`config.mk`:
```
export PLATFORM = sky130hd
export DESIGN_NAME = dac_sweep_gen_flat
export DESIGN_NICKNAME = d
export VERILOG_FILES = /design/src/rtl/dac_pkg.sv /design/src/rtl/dac_sweep_gen_if.sv /design/src/rtl/sample_rate_div.sv /design/src/rtl/dac_sweep_gen.sv /design/src/flat_wrapper.sv
export SDC_FILE = /design/constraint.sdc
export NUM_CORES = 1
export LEC_CHECK = 0
export ABC_CLOCK_PERIOD_IN_PS = 4270
export CORE_MARGIN = 2
export CORE_UTILIZATION = 40
export DETAILED_ROUTE_END_ITERATION = 10
export GPL_TIMING_DRIVEN = 0
export PLACE_DENSITY = 0.68
export SLEW_MARGIN = 10
export SYNTH_ARGS = -nofsm -noshare
export SYNTH_HDL_FRONTEND = slang
export SYNTH_SLANG_ARGS = --single-unit
export TNS_END_PERCENT = 30
```
`constraint.sdc`:
```
create_clock -name clk -period 4.27 [get_ports clk]
set_input_delay 0.854 -clock clk [delete_from_list [all_inputs] [get_ports clk]]
set_output_delay 0.854 -clock clk [all_outputs]
set_load 0.005 [all_outputs]
```
`src/rtl/dac_pkg.sv`:
```
// ============================================================================
// Module      : dac_pkg
// Description : Shared constants, mode/state encodings and helpers for the
//               DAC sample-source blocks.
// Revision    : 1.0 - initial release
// ============================================================================
`default_nettype none

package dac_pkg;

  localparam int DAC_W = 14;
  localparam logic [DAC_W-1:0] DAC_MID = 14'h1FFF;
  localparam logic [DAC_W-1:0] DAC_MAX = 14'h3FFF;

  localparam logic [7:0] DAC_CTRL_STEADY = 8'd0;
  localparam logic [7:0] DAC_CTRL_RAMP   = 8'd1;

  localparam logic [1:0] MODE_SAW  = 2'd0;
  localparam logic [1:0] MODE_TRI  = 2'd1;
  localparam logic [1:0] MODE_HOLD = 2'd2;
  localparam logic [1:0] MODE_RSVD = 2'd3;

  localparam logic [2:0] ST_IDLE   = 3'd0;
  localparam logic [2:0] ST_UP     = 3'd1;
  localparam logic [2:0] ST_DOWN   = 3'd2;
  localparam logic [2:0] ST_HOLD   = 3'd3;
  localparam logic [2:0] ST_FINISH = 3'd4;

  function automatic logic [DAC_W-1:0] dac_clamp(input logic [DAC_W-1:0] v,
                                                 input logic [DAC_W-1:0] lo,
                                                 input logic [DAC_W-1:0] hi);
    if (v < lo)      return lo;
    else if (v > hi) return hi;
    else             return v;
  endfunction

endpackage

`default_nettype wire

```
`src/rtl/dac_sweep_gen_if.sv`:
```
// ============================================================================
// Module      : dac_sweep_gen_if
// Description : Control/sample bus of the sweep generator. Optional limit
//               inputs exist only when DAC_SWEEP_LIMIT_EN is defined.
// Revision    : 1.0 - initial release
// ============================================================================
`default_nettype none

interface dac_sweep_gen_if #(
  parameter int DATA_W = 14,
  parameter int DIV_W  = 16,
  parameter int CNT_W  = 8
);
  logic              start;
  logic              stop;
  logic [1:0]        mode;
  logic [DATA_W-1:0] step;
  logic [DIV_W-1:0]  div;
  logic [CNT_W-1:0]  n_cycles;
`ifdef DAC_SWEEP_LIMIT_EN
  logic [DATA_W-1:0] lo_lim;
  logic [DATA_W-1:0] hi_lim;
`endif
  logic              busy;
  logic              done;
  logic              sample_stb;
  logic [DATA_W-1:0] data;
  logic [7:0]        control;

`ifdef DAC_SWEEP_LIMIT_EN
  modport master (output start, stop, mode, step, div, n_cycles, lo_lim, hi_lim,
                  input  busy, done, sample_stb, data, control);
  modport slave  (input  start, stop, mode, step, div, n_cycles, lo_lim, hi_lim,
                  output busy, done, sample_stb, data, control);
`else
  modport master (output start, stop, mode, step, div, n_cycles,
                  input  busy, done, sample_stb, data, control);
  modport slave  (input  start, stop, mode, step, div, n_cycles,
                  output busy, done, sample_stb, data, control);
`endif

endinterface

`default_nettype wire

```
`src/rtl/sample_rate_div.sv`:
```
// ============================================================================
// Module      : sample_rate_div
// Description : Sample-period divider; tick is high for one clock every div+1.
// Revision    : 1.0 - initial release
// ============================================================================
`default_nettype none

module sample_rate_div #(
  parameter int DIV_W = 16
) (
  input  wire logic             clk,
  input  wire logic             rst,
  input  wire logic             clear,
  input  wire logic [DIV_W-1:0] div,
  output logic                  tick
);

  logic [DIV_W-1:0] cnt_q;
  logic [DIV_W-1:0] cnt_d;

  always_comb begin
    tick = (cnt_q == div);
    if (clear || tick) cnt_d = '0;
    else               cnt_d = cnt_q + DIV_W'(1);
  end

  always_ff @(posedge clk or posedge rst) begin
    if (rst) cnt_q <= '0;
    else     cnt_q <= cnt_d;
  end

endmodule

`default_nettype wire

```
`src/rtl/dac_sweep_gen.sv`:
```
// ============================================================================
// Module      : dac_sweep_gen
// Description : Sawtooth / triangle / hold-level sample source for the DAC904
//               driver. Define DAC_SWEEP_LIMIT_EN for programmable bounds.
// Revision    : 1.0 - initial release
// ============================================================================
`default_nettype none

module dac_sweep_gen
  import dac_pkg::*;
#(
  parameter int DATA_W = 14,
  parameter int DIV_W  = 16,
  parameter int CNT_W  = 8
) (
  input wire logic        clk,
  input wire logic        rst,
  dac_sweep_gen_if.slave  bus
);

  localparam logic [DATA_W-1:0] C_MID = DATA_W'(DAC_MID);
  localparam logic [DATA_W-1:0] C_MAX = DATA_W'(DAC_MAX);
  localparam logic [DATA_W-1:0] C_ONE = DATA_W'(1);

  logic [2:0]        state_q, state_d;
  logic [1:0]        mode_q;
  logic [DATA_W-1:0] step_q;
  logic [DIV_W-1:0]  div_q;
  logic [CNT_W-1:0]  ncyc_q;
  logic [CNT_W-1:0]  cyc_q, cyc_d;
  logic [DATA_W-1:0] data_q, data_d;
  logic              stb_q, stb_d;
  logic              pend_q, pend_d;

  logic              w_tick;
  logic              w_start_ok;
  logic              w_capture;
  logic              w_wrap;
  logic [DATA_W:0]   w_sum;
  logic [DATA_W-1:0] w_diff;
  logic [DATA_W-1:0] w_lo;
  logic [DATA_W-1:0] w_hi;
  logic [DATA_W-1:0] w_first;
  logic [DATA_W-1:0] w_step_in;

  // Zero step would stall a ramp forever, so ramps treat it as one LSB.
  assign w_step_in = ((bus.mode != MODE_HOLD) && (bus.step == '0)) ? C_ONE : bus.step;

`ifdef DAC_SWEEP_LIMIT_EN
  logic [DATA_W-1:0] lo_q;
  logic [DATA_W-1:0] hi_q;

  assign w_lo       = lo_q;
  assign w_hi       = hi_q;
  assign w_start_ok = bus.start && !bus.stop && (bus.mode != MODE_RSVD) &&
                      (bus.lo_lim < bus.hi_lim);
  assign w_first    = (bus.mode == MODE_HOLD) ?
                      dac_clamp(bus.step, bus.lo_lim, bus.hi_lim) : bus.lo_lim;

  always_ff @(posedge clk or posedge rst) begin
    if (rst) begin
      lo_q <= '0;
      hi_q <= C_MAX;
    end else if (w_capture) begin
      lo_q <= bus.lo_lim;
      hi_q <= bus.hi_lim;
    end
  end
`else
  assign w_lo       = '0;
  assign w_hi       = C_MAX;
  assign w_start_ok = bus.start && !bus.stop && (bus.mode != MODE_RSVD);
  assign w_first    = (bus.mode == MODE_HOLD) ? bus.step : '0;
`endif

  assign w_sum  = {1'b0, data_q} + {1'b0, step_q};
  assign w_diff = data_q - w_lo;

  sample_rate_div #(
    .DIV_W (DIV_W)
  ) u_div (
    .clk   (clk),
    .rst   (rst),
    .clear (w_capture),
    .div   (div_q),
    .tick  (w_tick)
  );

  always_ff @(posedge clk or posedge rst) begin
    if (rst) state_q <= ST_IDLE;
    else     state_q <= state_d;
  end

  always_comb begin
    state_d   = state_q;
    data_d    = data_q;
    stb_d     = 1'b0;
    cyc_d     = cyc_q;
    pend_d    = pend_q;
    w_capture = 1'b0;
    w_wrap    = 1'b0;
    case (state_q)
      ST_IDLE: begin
        pend_d = 1'b0;
        if (w_start_ok) begin
          w_capture = 1'b1;
          cyc_d     = '0;
          stb_d     = 1'b1;
          data_d    = w_first;
          state_d   = (bus.mode == MODE_HOLD) ? ST_HOLD : ST_UP;
        end
      end
      ST_UP: begin
        if (bus.stop || pend_q) begin
          state_d = ST_FINISH;
        end else if (w_tick) begin
          stb_d = 1'b1;
          if (mode_q == MODE_SAW) begin
            if (w_sum > {1'b0, w_hi}) begin
              data_d = w_lo;
              w_wrap = 1'b1;
            end else begin
              data_d = w_sum[DATA_W-1:0];
            end
          end else if (w_sum >= {1'b0, w_hi}) begin
            data_d  = w_hi;
            state_d = ST_DOWN;
          end else begin
            data_d = w_sum[DATA_W-1:0];
          end
        end
      end
      ST_DOWN: begin
        if (bus.stop || pend_q) begin
          state_d = ST_FINISH;
        end else if (w_tick) begin
          stb_d = 1'b1;
          if (w_diff <= step_q) begin
            data_d  = w_lo;
            w_wrap  = 1'b1;
            state_d = ST_UP;
          end else begin
            data_d = data_q - step_q;
          end
        end
      end
      ST_HOLD: begin
        if (bus.stop) begin
          state_d = ST_FINISH;
        end else if (w_tick) begin
          stb_d  = 1'b1;
          w_wrap = 1'b1;
        end
      end
      ST_FINISH: begin
        state_d = ST_IDLE;
        data_d  = C_MID;
        pend_d  = 1'b0;
      end
      default: state_d = ST_IDLE;
    endcase

    // Ramps show the completing sample for one cycle before finishing; a hold
    // period ends exactly on its tick.
    if (w_wrap) begin
      cyc_d = cyc_q + CNT_W'(1);
      if ((ncyc_q != '0) && (cyc_d == ncyc_q)) begin
        if (state_q == ST_HOLD) begin
          state_d = ST_FINISH;
          stb_d   = 1'b0;
        end else begin
          pend_d = 1'b1;
        end
      end
    end
  end

  always_comb begin
    bus.busy       = (state_q != ST_IDLE);
    bus.done       = (state_q == ST_FINISH);
    bus.sample_stb = stb_q || (state_q == ST_FINISH);
    bus.data       = (state_q == ST_FINISH) ? C_MID : data_q;
    bus.control    = DAC_CTRL_STEADY;
  end

  always_ff @(posedge clk or posedge rst) begin
    if (rst) begin
      mode_q <= MODE_SAW;
      step_q <= '0;
      div_q  <= '0;
      ncyc_q <= '0;
      cyc_q  <= '0;
      data_q <= C_MID;
      stb_q  <= 1'b0;
      pend_q <= 1'b0;
    end else begin
      data_q <= data_d;
      stb_q  <= stb_d;
      cyc_q  <= cyc_d;
      pend_q <= pend_d;
      if (w_capture) begin
        mode_q <= bus.mode;
        step_q <= w_step_in;
        div_q  <= bus.div;
        ncyc_q <= bus.n_cycles;
      end
    end
  end

endmodule

`default_nettype wire

```
`src/flat_wrapper.sv`:
```
// flat-port wrapper written by rule: the top's interface ports become plain ports
module dac_sweep_gen_flat import dac_pkg::*;
#(
  parameter int DATA_W = 14,
  parameter int DIV_W  = 16,
  parameter int CNT_W  = 8
)
  (clk, rst, bus_start, bus_stop, bus_mode, bus_step, bus_div, bus_n_cycles, bus_busy, bus_done, bus_sample_stb, bus_data, bus_control);
  dac_sweep_gen_if #(.DATA_W(DATA_W), .DIV_W(DIV_W), .CNT_W(CNT_W)) bus_i ();
  input wire logic clk;
  input wire logic rst;
  input wire logic [$bits(bus_i.start)-1:0] bus_start;
  input wire logic [$bits(bus_i.stop)-1:0] bus_stop;
  input wire logic [$bits(bus_i.mode)-1:0] bus_mode;
  input wire logic [$bits(bus_i.step)-1:0] bus_step;
  input wire logic [$bits(bus_i.div)-1:0] bus_div;
  input wire logic [$bits(bus_i.n_cycles)-1:0] bus_n_cycles;
  output wire logic [$bits(bus_i.busy)-1:0] bus_busy;
  output wire logic [$bits(bus_i.done)-1:0] bus_done;
  output wire logic [$bits(bus_i.sample_stb)-1:0] bus_sample_stb;
  output wire logic [$bits(bus_i.data)-1:0] bus_data;
  output wire logic [$bits(bus_i.control)-1:0] bus_control;
  assign bus_i.start = bus_start;
  assign bus_i.stop = bus_stop;
  assign bus_i.mode = bus_mode;
  assign bus_i.step = bus_step;
  assign bus_i.div = bus_div;
  assign bus_i.n_cycles = bus_n_cycles;
  assign bus_busy = bus_i.busy;
  assign bus_done = bus_i.done;
  assign bus_sample_stb = bus_i.sample_stb;
  assign bus_data = bus_i.data;
  assign bus_control = bus_i.control;
  dac_sweep_gen #(.DATA_W(DATA_W), .DIV_W(DIV_W), .CNT_W(CNT_W)) u_core (.clk(clk), .rst(rst), .bus(bus_i));
endmodule
```
==> summary.txt <==
Die
  • IO Count: slightly below 70
  • Die H: between 100 and 150 um
  • DIE WIDTH: roughly 130 um
  • Row cnt: 44
  • Die area: 15800 um2
  • Placeable core area: ~15000 um2
  • Initial Util: 40.8%

Global route
  • First-pass GRT wire length: 25.6 mm
  • Largest net degree at the start of global routing: 65
  • Vias in the first global route: 4977
  • Initial antenna violation count: 0
  • Gr usage total: 20.1%
  • GRT overflow: 0

Logic synthesis
  • Mapped cell area: between 5000 and 6000 um2
  • Synth warn: 0
  • Compound-gate portion of the synthesized area: between 20% and 30%
  • Seq/Total Area, Yosys: 35.3%
  • Largest family of logic cells by synthesized area: simple AND/OR/NAND/NOR gates
  • Asr flop ratio synth: 100%
  • Mean Syn Cell Area: around 8.6 um2
  • Post-synthesis mux area share: under 10%
  • Count of state elements after synthesis: slightly above 80
  • Ys flop type: dfrtp_1
  • Synth Area in XOR/XNOR: 7.97%
  • Adder-Cell Fraction of Synth Area: a little over 7%
  • Area share of and/or/nand/nor cells after synthesis: approximately 22%
  • Mapped Cells: about 690
  • Netlist cell types: 79
  • Post-synth EDFFs: 0

Critical path
  • Setup CP Type: flip-flop to output port
  • Critical Path Source Type: flip-flop
  • Worst EP required: between 3 and 4 ns
  • CP Max Fanout: 10
  • CP Capture Type: output port
  • FF-to-FF Start: u_core.data_q[0]
  • Reg2reg setup slack: 0.73 ns
  • Worst-case reg-to-reg path depth: 13
  • Worst flop-to-flop path endpoint: u_core.data_q[8]
  • Critical path arrival: a little over 3 ns

STA
  • Unrepaired setup endpoints after global routing: false
  • Hold slack: 0.496 ns
  • Final setup fails: 0
  • Final Hold Fails: 0
  • Slew @ Worst Pin: ~1 ns
  • Worst Skew: 0.00469 ns
  • Slew Limit Fails: 0
  • Relative slew margins: around a third
  • Fmax: ~260 MHz
  • Setup ws final: 0.378 ns
  • Tcrit/Tclk final: approximately nine tenths
  • Final min period: just under 4 ns

Finish
  • Share of layout cells above drive strength 1: a little under an eighth
  • Layout Area Growth over Synthesis: 19.5%
  • Final design utilization: 48.8%
  • Multi-input logic area: 3500 um2
  • Final nets: ~840
  • Register area: ~2100 um2
  • Layout fillers: 1415
  • Finished Cell Area: 7090 um2
  • Ant diodes: 0

Status
  • Status: finished clean

Placed design
  • Placed Area: about 7000 um2
  • Pre-CTS WS: 0.627 ns
  • Routability congestion estimate: between 0.9 and 1
  • IO buf count: 60
  • DP Wirelength: approximately 12 mm

CTS
  • CTS resizes: 0
  • Post-CTS Setup Bufs: 0
  • Clock sink total: 83
  • H-tree depth: 3
  • Reg clk slew, reported paths: around 0.060 ns
  • CTS max path bufs: 2
  • Worst-Skew Late Latency: 0.35 ns
  • Clock Tree Root: clkbuf_16
  • Hold buffers post-CTS: 0
  • CTS Buf Count: 9
  • TritonCTS clock tree: built

Min path
  • Worst min-delay path class: flip-flop to flip-flop
  • Hold path cells: 2
  • Hold path start: u_core.div_q[4]
  • Hold endpoint: u_core.div_q[4]

Run
  • Max_cap viols: 0

Routing
  • Via count: between 5000 and 6000
  • Initial drt markers: 378
  • Routed WL per cell: approximately 16 um
  • Drt first pass iters: 5
  • Post-Route WL: about 16 mm
  • # DRC: 0
  • Via/cell ratio: around 5.4
  • Post-route ant nets: 0

Power and ir drop
  • Power density over the cells: between 700 and 800 nW/um2
  • Int Power: around 2.8 mW
  • Pleak: slightly above 3 nW
  • Gate power share: 59.9%
  • Clk pwr share: roughly 14%
  • Switching pwr: between 2 and 2.5 mW
  • Sw Ratio: between 40 and 50%
  • Sequential fraction of design power: about a quarter
  • Worst vdd ir: 0.298 mV
==> logic make-up after synthesis <==
group,after synthesis
and+or+nand+nor,260
buffers and inverters,82
other,1
xor gates and xnor gates,54
DFF,83
AOI/OAI and AO/OA,166
adders and majority gates,33
muxes,9
==> cell usage in the layout (no fill, tap or decap), types with 10 or more instances in the layout <==
cell type and n:
xnor2_1 44, o21ai_0 33, nor2_1 40, a221o_1 10, or3_1 12, dfstp_2 13
xor2_1 10, nand3_1 15, buf_4 10, nor3_1 11, a21oi_1 34, a21o_1 12
and3_1 10, inv_1 35, dfrtp_1 70, nand4_1 10, o22a_1 10, ha_1 30
or2_2 17, clkdlybuf4s50_1 60, nand2_1 104, buf_2 10, clkbuf_1 22
==> Yosys cell counts, types with 3 or more instances <==
cell type	instances	share of area [%]
nand2_1	104	6.6
dfrtp_1	70	30
xnor2_1	44	6.5
nor2_1	40	2.5
inv_1	36	2.3
a21oi_1	34	2.9
o21ai_0	33	2.8
ha_1	30	6.3
clkbuf_1	21	1.3
or2_2	17	1.8
nand3_1	15	1.3
dfstp_2	13	5.8
a21o_1	12	1.5
or3_1	12	1.3
nor3_1	11	0.93
a221o_1	10	1.7
and3_1	10	1.1
buf_2	10	0.84
buf_4	10	1.3
nand4_1	10	1.1
o22a_1	10	1.5
xor2_1	10	1.5
nand2b_1	9	0.95
nor2b_1	7	0.74
nor4_1	7	0.74
a22o_1	6	0.89
mux2i_1	6	1.0
and2_1	5	0.53
o21a_1	5	0.63
o21ai_1	5	0.42
a311oi_1	4	0.59
a211oi_1	3	0.38
a221oi_1	3	0.44
a31oi_1	3	0.32
inv_2	3	0.19
nand3b_1	3	0.38
o22ai_1	3	0.32
==> worst max-delay path by stage <==
stage	cells past startpoint	to	from
3_5_place_dp	6	bus_data[11]	u_core.state_q[2]
4_1_cts	6	bus_data[11]	u_core.state_q[2]
2_1_floorplan	1	u_core.cyc_q[0]	rst
3_3_place_gp	2	u_core.cyc_q[2]	rst
5_1_grt	6	bus_data[11]	u_core.state_q[2]
6_report	6	bus_data[11]	u_core.state_q[2]
==> worst max-delay path: stages, from the launching register on <==
cell,delay [ns]
dfrtp_1,0.32
clkbuf_1,0.36
inv_2,0.11
nor3_1,0.77
clkbuf_1,0.43
or2_2,0.20
clkdlybuf4s50_1,0.49
==> per-layer routing <==
layer  GRT usage, %  part of all wire [%]
met5              0                     0
met3           3.31                   4.8
met2           30.5                    44
met4           6.53                   1.7
met1           29.2                    50
==> flip-flops by register name, indices dropped and copies added, names as in the netlist <==
name                count
u_core.stb_q            1
u_core.mode_q           2
u_core.ncyc_q           8
u_core.data_q          14
u_core.div_q           16
u_core.state_q          3
u_core.pend_q           1
u_core.u_div.cnt_q     16
u_core.step_q          14
u_core.cyc_q            8
==> power by group through the flow <==
stage          registers (mW)  logic (mW)  clock network, mW
5_1_grt                  1.37        3.41              0.772
3_5_place_dp             1.34        3.03                  0
4_1_cts                  1.33        3.05              0.749
2_1_floorplan            1.27        2.29                  0
3_3_place_gp             1.34        3.01                  0
6_report                 1.33        3.09              0.730
==> area by class of cell <==
type	instances	area share [%]
Multi-Input combinational cell	530	49.3
Sequential cell	83	29.5
Timing Repair Buffer	61	8.86
Tap cell	184	3.25
Clock buffer	10	3.23
Buffer	42	3.04
Inverter	40	2.19
Clock inverter	6	0.582
==> per-stage QoR <==
step                      cells  total power, mW  TNS [ns]
after floorplan             695             3.57         0
after global routing        956             5.55         0
after CTS                   956             5.13         0
final                       956             5.15         0
after detailed placement    940             4.37         0
after global placement      939             4.35     -9.19
(Power assumes the default switching activity.)
